**config.mk**
```make
export PLATFORM = sky130hd
export DESIGN_NAME = memory_unit
export DESIGN_NICKNAME = d
export VERILOG_FILES = /design/src/rtl/rv_pkg.sv /design/src/rtl/csr_file.sv /design/src/rtl/memory_unit.sv
export SDC_FILE = /design/constraint.sdc
export NUM_CORES = 1
export LEC_CHECK = 0
export BUFFER_PORTS_ARGS = -buffer_cell sky130_fd_sc_hd__buf_4
export CAP_MARGIN = 20
export CELL_PAD_IN_SITES_DETAIL_PLACEMENT = 1
export CELL_PAD_IN_SITES_GLOBAL_PLACEMENT = 1
export CORE_UTILIZATION = 43
export CTS_BUF_LIST = sky130_fd_sc_hd__clkbuf_8 sky130_fd_sc_hd__clkbuf_16
export DETAILED_ROUTE_END_ITERATION = 12
export PLACE_DENSITY_LB_ADDON = 0.1
export SYNTH_ARGS = -nofsm -noshare
export SYNTH_HDL_FRONTEND = slang
export SYNTH_SLANG_ARGS = --single-unit
export TNS_END_PERCENT = 20
```
**constraint.sdc**
```tcl
create_clock -name clk_i -period 5.38 [get_ports clk_i]
set_clock_uncertainty 0.2 [all_clocks]
set_input_delay 0.538 -clock clk_i [delete_from_list [all_inputs] [get_ports clk_i]]
set_output_delay 0.538 -clock clk_i [all_outputs]
set_load 0.01 [all_outputs]
```
**src/rtl/rv_pkg.sv**
```systemverilog
// rtl/rv_pkg.sv - shared constants, encodings and CSR map for the M stage
// Contents: NOP bubble instruction, load/store width codes, CSR op codes,
// CSR addresses, and the CSR read-modify-write helper.
package rv_pkg;

    localparam logic [31:0] NOP_INSTR = 32'h00000033;  // ADD x0,x0,x0
    localparam int          CNT_W     = 64;

    // funct3 encodings shared by loads and stores
    localparam logic [2:0] F3_B  = 3'b000;
    localparam logic [2:0] F3_H  = 3'b001;
    localparam logic [2:0] F3_W  = 3'b010;
    localparam logic [2:0] F3_BU = 3'b100;
    localparam logic [2:0] F3_HU = 3'b101;

    typedef enum logic [1:0] {
        CSR_NONE = 2'b00,
        CSR_RW   = 2'b01,
        CSR_RS   = 2'b10,
        CSR_RC   = 2'b11
    } csr_op_e;

    localparam logic [11:0] CSR_FFLAGS   = 12'h001;
    localparam logic [11:0] CSR_FRM      = 12'h002;
    localparam logic [11:0] CSR_FCSR     = 12'h003;
    localparam logic [11:0] CSR_CYCLE    = 12'hC00;
    localparam logic [11:0] CSR_INSTRET  = 12'hC02;
    localparam logic [11:0] CSR_CYCLEH   = 12'hC80;
    localparam logic [11:0] CSR_INSTRETH = 12'hC82;

    function automatic logic [31:0] csr_modify(input logic [1:0] op,
                                               input logic [31:0] old_val,
                                               input logic [31:0] src);
        logic [31:0] res;
        res = old_val;
        case (op)
            CSR_RW:  res = src;
            CSR_RS:  res = old_val | src;
            CSR_RC:  res = old_val & ~src;
            default: res = old_val;
        endcase
        return res;
    endfunction

endpackage

```
**src/rtl/csr_file.sv**
```systemverilog
// rtl/csr_file.sv - frm/fflags and cycle/instret counter CSRs
// Ports: clk_i/reset_i (async active-low), csr_addr (read/write address),
// csr_rdata (combinational pre-write read), csr_we/csr_wdata (gated write),
// instret_inc (retire pulse), frm (current rounding mode).
module csr_file
    import rv_pkg::*;
#(
    parameter int CNT_W_P = CNT_W
) (
    input  logic        clk_i,
    input  logic        reset_i,
    input  logic [11:0] csr_addr,
    output logic [31:0] csr_rdata,
    input  logic        csr_we,
    input  logic [31:0] csr_wdata,
    input  logic        instret_inc,
    output logic [2:0]  frm
);

    logic [4:0]         fflags;
    logic [2:0]         frm_q;
    logic [CNT_W_P-1:0] cycle;
    logic [CNT_W_P-1:0] instret;

    assign frm = frm_q;

    always_comb begin
        csr_rdata = 32'h0;
        case (csr_addr)
            CSR_FFLAGS:   csr_rdata = {27'h0, fflags};
            CSR_FRM:      csr_rdata = {29'h0, frm_q};
            CSR_FCSR:     csr_rdata = {24'h0, frm_q, fflags};
            CSR_CYCLE:    csr_rdata = cycle[31:0];
            CSR_CYCLEH:   csr_rdata = cycle[CNT_W_P-1:32];
            CSR_INSTRET:  csr_rdata = instret[31:0];
            CSR_INSTRETH: csr_rdata = instret[CNT_W_P-1:32];
            default:      csr_rdata = 32'h0;
        endcase
    end

    // The increments are issued first so that a same-cycle write to a
    // counter half overrides them; the untouched half keeps its old value,
    // which drops any carry out of a written low half.
    always_ff @(posedge clk_i or negedge reset_i) begin
        if (!reset_i) begin
            fflags  <= 5'h0;
            frm_q   <= 3'h0;
            cycle   <= '0;
            instret <= '0;
        end else begin
            cycle <= cycle + CNT_W_P'(1);
            if (instret_inc) begin
                instret <= instret + CNT_W_P'(1);
            end
            if (csr_we) begin
                case (csr_addr)
                    CSR_FFLAGS:   fflags  <= csr_wdata[4:0];
                    CSR_FRM:      frm_q   <= csr_wdata[2:0];
                    CSR_FCSR: begin
                        frm_q  <= csr_wdata[7:5];
                        fflags <= csr_wdata[4:0];
                    end
                    CSR_CYCLE:    cycle   <= {cycle[CNT_W_P-1:32], csr_wdata};
                    CSR_CYCLEH:   cycle   <= {csr_wdata, cycle[31:0]};
                    CSR_INSTRET:  instret <= {instret[CNT_W_P-1:32], csr_wdata};
                    CSR_INSTRETH: instret <= {csr_wdata, instret[31:0]};
                    default: ;
                endcase
            end
        end
    end

endmodule

```
**src/rtl/memory_unit.sv**
```systemverilog
// rtl/memory_unit.sv - pipeline M stage: store lanes, load extension, CSR access, MW register
// Ports: clk_i/reset_i (async active-low); M_stall_i/W_flush_i control;
// EM_* execute-to-memory register inputs; DMemW* data-memory store port;
// csrFRM_o rounding mode to execute; MW_* memory-to-writeback register.
module memory_unit
    import rv_pkg::*;
#(
    parameter logic [31:0] NOP   = NOP_INSTR,
    parameter int          CNT_W = rv_pkg::CNT_W
) (
    input  logic        clk_i,
    input  logic        reset_i,
    input  logic        M_stall_i,
    input  logic        W_flush_i,
    input  logic [31:0] EM_PC_i,
    input  logic [31:0] EM_instr_i,
    input  logic        EM_nop_i,
    input  logic        EM_isLoad_i,
    input  logic        EM_isStore_i,
    input  logic        EM_isCSR_i,
    input  logic [5:0]  EM_rdId_i,
    input  logic [5:0]  EM_rs1Id_i,
    input  logic [11:0] EM_csrId_i,
    input  logic [2:0]  EM_funct3_i,
    input  logic [31:0] EM_rs1_i,
    input  logic [31:0] EM_rs2_i,
    input  logic [31:0] EM_Eresult_i,
    input  logic [31:0] EM_addr_i,
    input  logic [31:0] EM_Mdata_i,
    input  logic        EM_wbEnable_i,
    output logic [31:0] DMemWAddr_o,
    output logic [31:0] DMemWData_o,
    output logic [3:0]  DMemWMask_o,
    output logic [2:0]  csrFRM_o,
    output logic [31:0] MW_PC_o,
    output logic [31:0] MW_instr_o,
    output logic        MW_nop_o,
    output logic        MW_wbEnable_o,
    output logic [5:0]  MW_rdId_o,
    output logic [31:0] MW_wbData_o
);

    logic        adv;
    logic [7:0]  ld_byte;
    logic [15:0] ld_half;
    logic [31:0] load_val;
    logic [31:0] csr_src;
    logic [31:0] csr_rdata;
    logic [31:0] csr_wdata;
    logic        csr_we;
    logic [1:0]  csr_op;
    logic [31:0] wb_data;
    logic        unused_rs1_fp;

    // Stalled or bubble instructions must not produce side effects.
    assign adv           = !M_stall_i && !EM_nop_i;
    assign unused_rs1_fp = EM_rs1Id_i[5];

    // Store lanes: memory is word-addressed, so the data is replicated
    // across lanes and the mask picks the bytes that land.
    assign DMemWAddr_o = {EM_addr_i[31:2], 2'b00};

    always_comb begin
        DMemWMask_o = 4'b0000;
        DMemWData_o = EM_rs2_i;
        case (EM_funct3_i)
            F3_B:    DMemWData_o = {4{EM_rs2_i[7:0]}};
            F3_H:    DMemWData_o = {2{EM_rs2_i[15:0]}};
            default: DMemWData_o = EM_rs2_i;
        endcase
        if (EM_isStore_i && adv) begin
            case (EM_funct3_i)
                F3_B:    DMemWMask_o = 4'b0001 << EM_addr_i[1:0];
                F3_H:    DMemWMask_o = 4'b0011 << {EM_addr_i[1], 1'b0};
                F3_W:    DMemWMask_o = 4'b1111;
                default: DMemWMask_o = 4'b0000;
            endcase
        end
    end

    // Load extraction from the word fetched with the E-stage address.
    assign ld_byte = EM_Mdata_i[{EM_addr_i[1:0], 3'b000} +: 8];
    assign ld_half = EM_Mdata_i[{EM_addr_i[1], 4'b0000} +: 16];

    always_comb begin
        load_val = EM_Mdata_i;
        case (EM_funct3_i)
            F3_B:    load_val = {{24{ld_byte[7]}}, ld_byte};
            F3_H:    load_val = {{16{ld_half[15]}}, ld_half};
            F3_BU:   load_val = {24'h0, ld_byte};
            F3_HU:   load_val = {16'h0, ld_half};
            default: load_val = EM_Mdata_i;
        endcase
    end

    // CSR access: set/clear with a zero source is a pure read.
    assign csr_op    = EM_funct3_i[1:0];
    assign csr_src   = EM_funct3_i[2] ? {27'h0, EM_rs1Id_i[4:0]} : EM_rs1_i;
    assign csr_wdata = csr_modify(csr_op, csr_rdata, csr_src);
    assign csr_we    = EM_isCSR_i && adv &&
                       ((csr_op == CSR_RW) ||
                        ((csr_op != CSR_NONE) && (csr_src != 32'h0)));

    csr_file #(
        .CNT_W_P(CNT_W)
    ) u_csr_file (
        .clk_i      (clk_i),
        .reset_i    (reset_i),
        .csr_addr   (EM_csrId_i),
        .csr_rdata  (csr_rdata),
        .csr_we     (csr_we),
        .csr_wdata  (csr_wdata),
        .instret_inc(adv),
        .frm        (csrFRM_o)
    );

    assign wb_data = EM_isLoad_i ? load_val :
                     EM_isCSR_i  ? csr_rdata : EM_Eresult_i;

    // MW register; flush overrides stall and inserts a bubble.
    always_ff @(posedge clk_i or negedge reset_i) begin
        if (!reset_i) begin
            MW_PC_o       <= 32'h0;
            MW_instr_o    <= NOP;
            MW_nop_o      <= 1'b1;
            MW_wbEnable_o <= 1'b0;
            MW_rdId_o     <= 6'h0;
            MW_wbData_o   <= 32'h0;
        end else if (W_flush_i) begin
            MW_PC_o       <= 32'h0;
            MW_instr_o    <= NOP;
            MW_nop_o      <= 1'b1;
            MW_wbEnable_o <= 1'b0;
            MW_rdId_o     <= 6'h0;
            MW_wbData_o   <= 32'h0;
        end else if (!M_stall_i) begin
            MW_PC_o       <= EM_PC_i;
            MW_instr_o    <= EM_instr_i;
            MW_nop_o      <= EM_nop_i;
            MW_wbEnable_o <= EM_wbEnable_i && (EM_rdId_i != 6'h0);
            MW_rdId_o     <= EM_rdId_i;
            MW_wbData_o   <= wb_data;
        end
    end

endmodule

```
==> qor.txt <==
====================================================================================
Fin Hold WS ...........................................................      15.5 ps
Flops & latches, synth ................................................          240
Biggest fanout along the worst timing path ............................           31
Commonest cells after routing, fill and taps aside .................... 399 x buf_4, 235 x dfrtp_1, 218 x nor2_1
Number of buffers added for setup after CTS ...........................            0
Full die area .........................................................   38,400 µm²
Met2 Track Usage GR ...................................................        0.617
Port-buffer cells .....................................................          371
FFs w/ async S/R, synth ...............................................         1.00
RSZ-0062 raised after global routing ..................................           no
Insertion delay to the later sink of the worst-skew pair ..............       570 ps
Switching part of the total power .....................................        0.300
Floorplan core area ...................................................   36,800 µm²
Number of buffers inserted for hold repair after clock tree synthesis .           14
Area used by sequential logic in the layout ...........................     6010 µm²
DRC violation count after routing .....................................            0
Sequential share of power .............................................        0.412
CP max-delay cell .....................................................      nand2_1
Clock sinks ...........................................................          240
CP peak stage delay ...................................................       580 ps
Via-per-instance ratio ................................................         6.42
Fill cells ............................................................        4,391
Clk Tree Root Cell ....................................................    clkbuf_16
Worst path cell trace ................................................. buf_4, inv_1, nand2_1, buf_4, nand3_1, a21oi_1, nand2_1, o21a_1, a221o_1
Final number of hold-violating endpoints ..............................            0
First-pass GRT wire length ............................................   107,000 µm
Peak supply drop ......................................................     0.220 mV
Relative contribution of combinational cells to total power ...........        0.183
Total length of routed wires ..........................................    72,000 µm
Max H-tree Level ......................................................            1
Portion of the post-synthesis area used by sequential elements ........        0.372
CTS clk-pin slew, worst paths .........................................        60 ps
Post-layout power .....................................................      5.00 mW
Most common library cell in the layout ignoring fill and taps .........        buf_4
Standby leakage power .................................................      8.98 nW
Fraction of final layout cells sized beyond drive strength 1 ..........        0.232
Period Utilization, post-route ........................................        0.668
Quantity of gates resized following cts ...............................            0
Number of buffers added by the clock tree synthesis step ..............           29
Peak clock frequency supported by timing ..............................      278 MHz
Routing layer with the top usage in global route ......................         met2
Setup Total Neg Slack .................................................         0 ps
Type of destination of the critical path ..............................     register
Warnings, synthesis ...................................................            0
Largest net degree at the start of global routing .....................           91
Netlist Area Pre-Place ................................................   16,200 µm²
Arrival time worst endpoint ...........................................      3840 ps
Critical Setup Path Class ............................................. input port to register
Total gr overflow .....................................................            0
Total count of max-transition violations in the final report ..........            0
Critical path startpoint category .....................................   input port
Mean instance size in the synthesized netlist .........................     8.49 µm²
Number of global-route vias before repair .............................       17,537
HPWL after detailed placement .........................................    52,600 µm
TritonCTS clock tree ..................................................          yes
DRC violation total after the first TritonRoute iteration .............        1,450
Remaining antenna violation count .....................................            0
Number of antenna violations at the first check in global routing .....            1
DR vias ...............................................................       17,187
Height of the chip ....................................................       196 µm
Required time at the worst-slack endpoint .............................      5630 ps
Internal power contribution ...........................................      3.50 mW
Top FF cell, synth ....................................................      dfrtp_1
Final net count .......................................................        2,447
Share of power burned in the clock network ............................        0.406
Rows ..................................................................           70
Die W .................................................................       196 µm
Distinct cell type count of the synthesized netlist ...................           83
Met3 track demand over resource in global routing .....................       0.0591
Maximum clock path buffer count .......................................            3
Final Critical Period .................................................      3600 ps
DR pass1 iterations ...................................................            5
Number of max-cap violations ..........................................            0
Final core utilization ................................................        0.548
GR Util met1 ..........................................................        0.451
Final GP Congestion ...................................................        0.911
Transition time at the pin with the least slew margin .................      1200 ps
Final-report setup violation count ....................................            0
Pwr per Cell Area .....................................................   248 nW/µm²
Gr usage total ........................................................        0.367
Status ................................................................ complete, no violations
Synthesis-to-finish area growth .......................................        24.7%
Gate count after technology mapping ...................................        1,905
Ports placed on the boundary ..........................................          435
Count of flip-flops with a built-in enable after synthesis ............            0
Area of combinational cells with multiple inputs ......................     9290 µm²
Max transition margin .................................................        0.199
Post-detailed-route wirelength per cell ...............................      26.9 µm
Switching pwr .........................................................      1.50 mW
Initial Util ..........................................................        0.439
Type of the tightest min-delay check .................................. input port to register
====================================================================================
[worst paths after layout]
kind	from	endpoint	slack, ps	cells past startpoint
worst max-delay path	EM_funct3_i[1]	u_csr_file.cycle[51]$_DFFE_PN0P_	1780	9
worst min-delay path	EM_PC_i[28]	MW_PC_o[28]$_DFFE_PN0P_	20	3
worst max register to register	u_csr_file.instret[0]$_DFFE_PN0P_	u_csr_file.instret[60]$_DFFE_PN0P_	1830	8
worst min register to register	u_csr_file.instret[63]$_DFFE_PN0P_	u_csr_file.instret[63]$_DFFE_PN0P_	300	1
max in group asynchronous	reset_i	u_csr_file.instret[63]$_DFFE_PN0P_	3280	3
min in group asynchronous	reset_i	MW_instr_o[2]$_DFFE_PN0P_	350	2
[cells by family after synthesis]
kind of cell	Yosys count	synth area share
compound gates	477	0.186
mux	211	0.134
fa+ha+maj	2	0.00155
flops	240	0.372
other cells	1	0.000232
simple gates	729	0.220
xor+xnor	55	0.0298
buf+inv	190	0.0567
[area by class of cell]
class / instances / share of cell area
clock inverter: 16 / 0.00614
tap: 468 / 0.0290
clock buffer: 37 / 0.0415
multi-input combinational: 1476 / 0.461
sequential: 240 / 0.298
inverter: 19 / 0.00354
antenna: 1 / 0.000124
timing repair buffer: 419 / 0.161
[power groups by stage]
stage,logic [mW],clock network (mW),registers [mW]
final,0.913,2.03,2.06
after global routing,0.974,2.11,2.07
after CTS,0.905,2.05,2.05
after detailed placement,0.887,0,2.08
after global placement,0.858,0,2.07
after floorplan,0.445,0,2.07
[metrics by stage]
| step | cells | area, µm² | worst slack (ps) |
|---|---|---|---|
| 6_report | 2676 | 20200 | 1780 |
| 3_5_place_dp | 2608 | 19100 | 1380 |
| 4_1_cts | 2675 | 20200 | 1870 |
| 2_1_floorplan | 1906 | 16200 | 2510 |
| 3_3_place_gp | 2608 | 19100 | 1440 |
| 5_1_grt | 2676 | 20200 | 1610 |
[critical path: cells and delay by family]
| family | cells | cell delay, ps |
|---|---|---|
| AOI/OAI and AO/OA | 3 | 1000 |
| and+or+nand+nor | 3 | 1190 |
| buffers and inverters | 3 | 1080 |
[per-layer routing]
layer / up-vias / share of wire
li1: 7495 / -
met4: 0 / 0.057
met1: 8707 / 0.39
met2: 790 / 0.49
met3: 195 / 0.066
met5: - / 0
[cells in the mapped netlist (all sizes together), types with 4 or more instances]
| cell type | number | area share |
|---|---|---|
| a21boi | 6 | 0.0028 |
| nand2 | 186 | 0.043 |
| o21a | 9 | 0.0042 |
| xnor2 | 28 | 0.015 |
| nor4 | 33 | 0.016 |
| buf | 85 | 0.032 |
| a41oi | 5 | 0.0027 |
| a211o | 6 | 0.0033 |
| xor2 | 27 | 0.015 |
| a211oi | 23 | 0.011 |
| or4 | 5 | 0.0026 |
| a21oi | 119 | 0.037 |
| or3 | 7 | 0.0030 |
| and2 | 13 | 0.0050 |
| o211ai | 20 | 0.0096 |
| a32oi | 8 | 0.0043 |
| nand3 | 61 | 0.019 |
| inv | 19 | 0.0044 |
| and3 | 31 | 0.012 |
| nor2b | 32 | 0.012 |
| nand4 | 57 | 0.022 |
| mux2 | 29 | 0.020 |
| and4 | 11 | 0.0060 |
| dfstp | 5 | 0.0081 |
| a221oi | 9 | 0.0049 |
| nor3b | 7 | 0.0033 |
| a22oi | 8 | 0.0037 |
| o21ai | 154 | 0.048 |
| a221o | 4 | 0.0025 |
| a31oi | 16 | 0.0062 |
| mux2i | 180 | 0.11 |
| clkbuf | 86 | 0.020 |
| o311ai | 18 | 0.0098 |
| o22ai | 27 | 0.010 |
| o22a | 10 | 0.0054 |
| dfrtp | 235 | 0.36 |
| nor2 | 219 | 0.051 |
| a21o | 5 | 0.0023 |
| o221ai | 5 | 0.0027 |
| nor3 | 53 | 0.017 |
[state kept, by name, summed over array words and instances (netlist names)]
signal and flops:
MW_PC_o 32, MW_instr_o 32, MW_nop_o 1, MW_rdId_o 6, MW_wbData_o 32, MW_wbEnable_o 1, u_csr_file.cycle 64, u_csr_file.fflags 5
u_csr_file.frm 3, u_csr_file.instret 64
(Power assumes the default switching activity.)
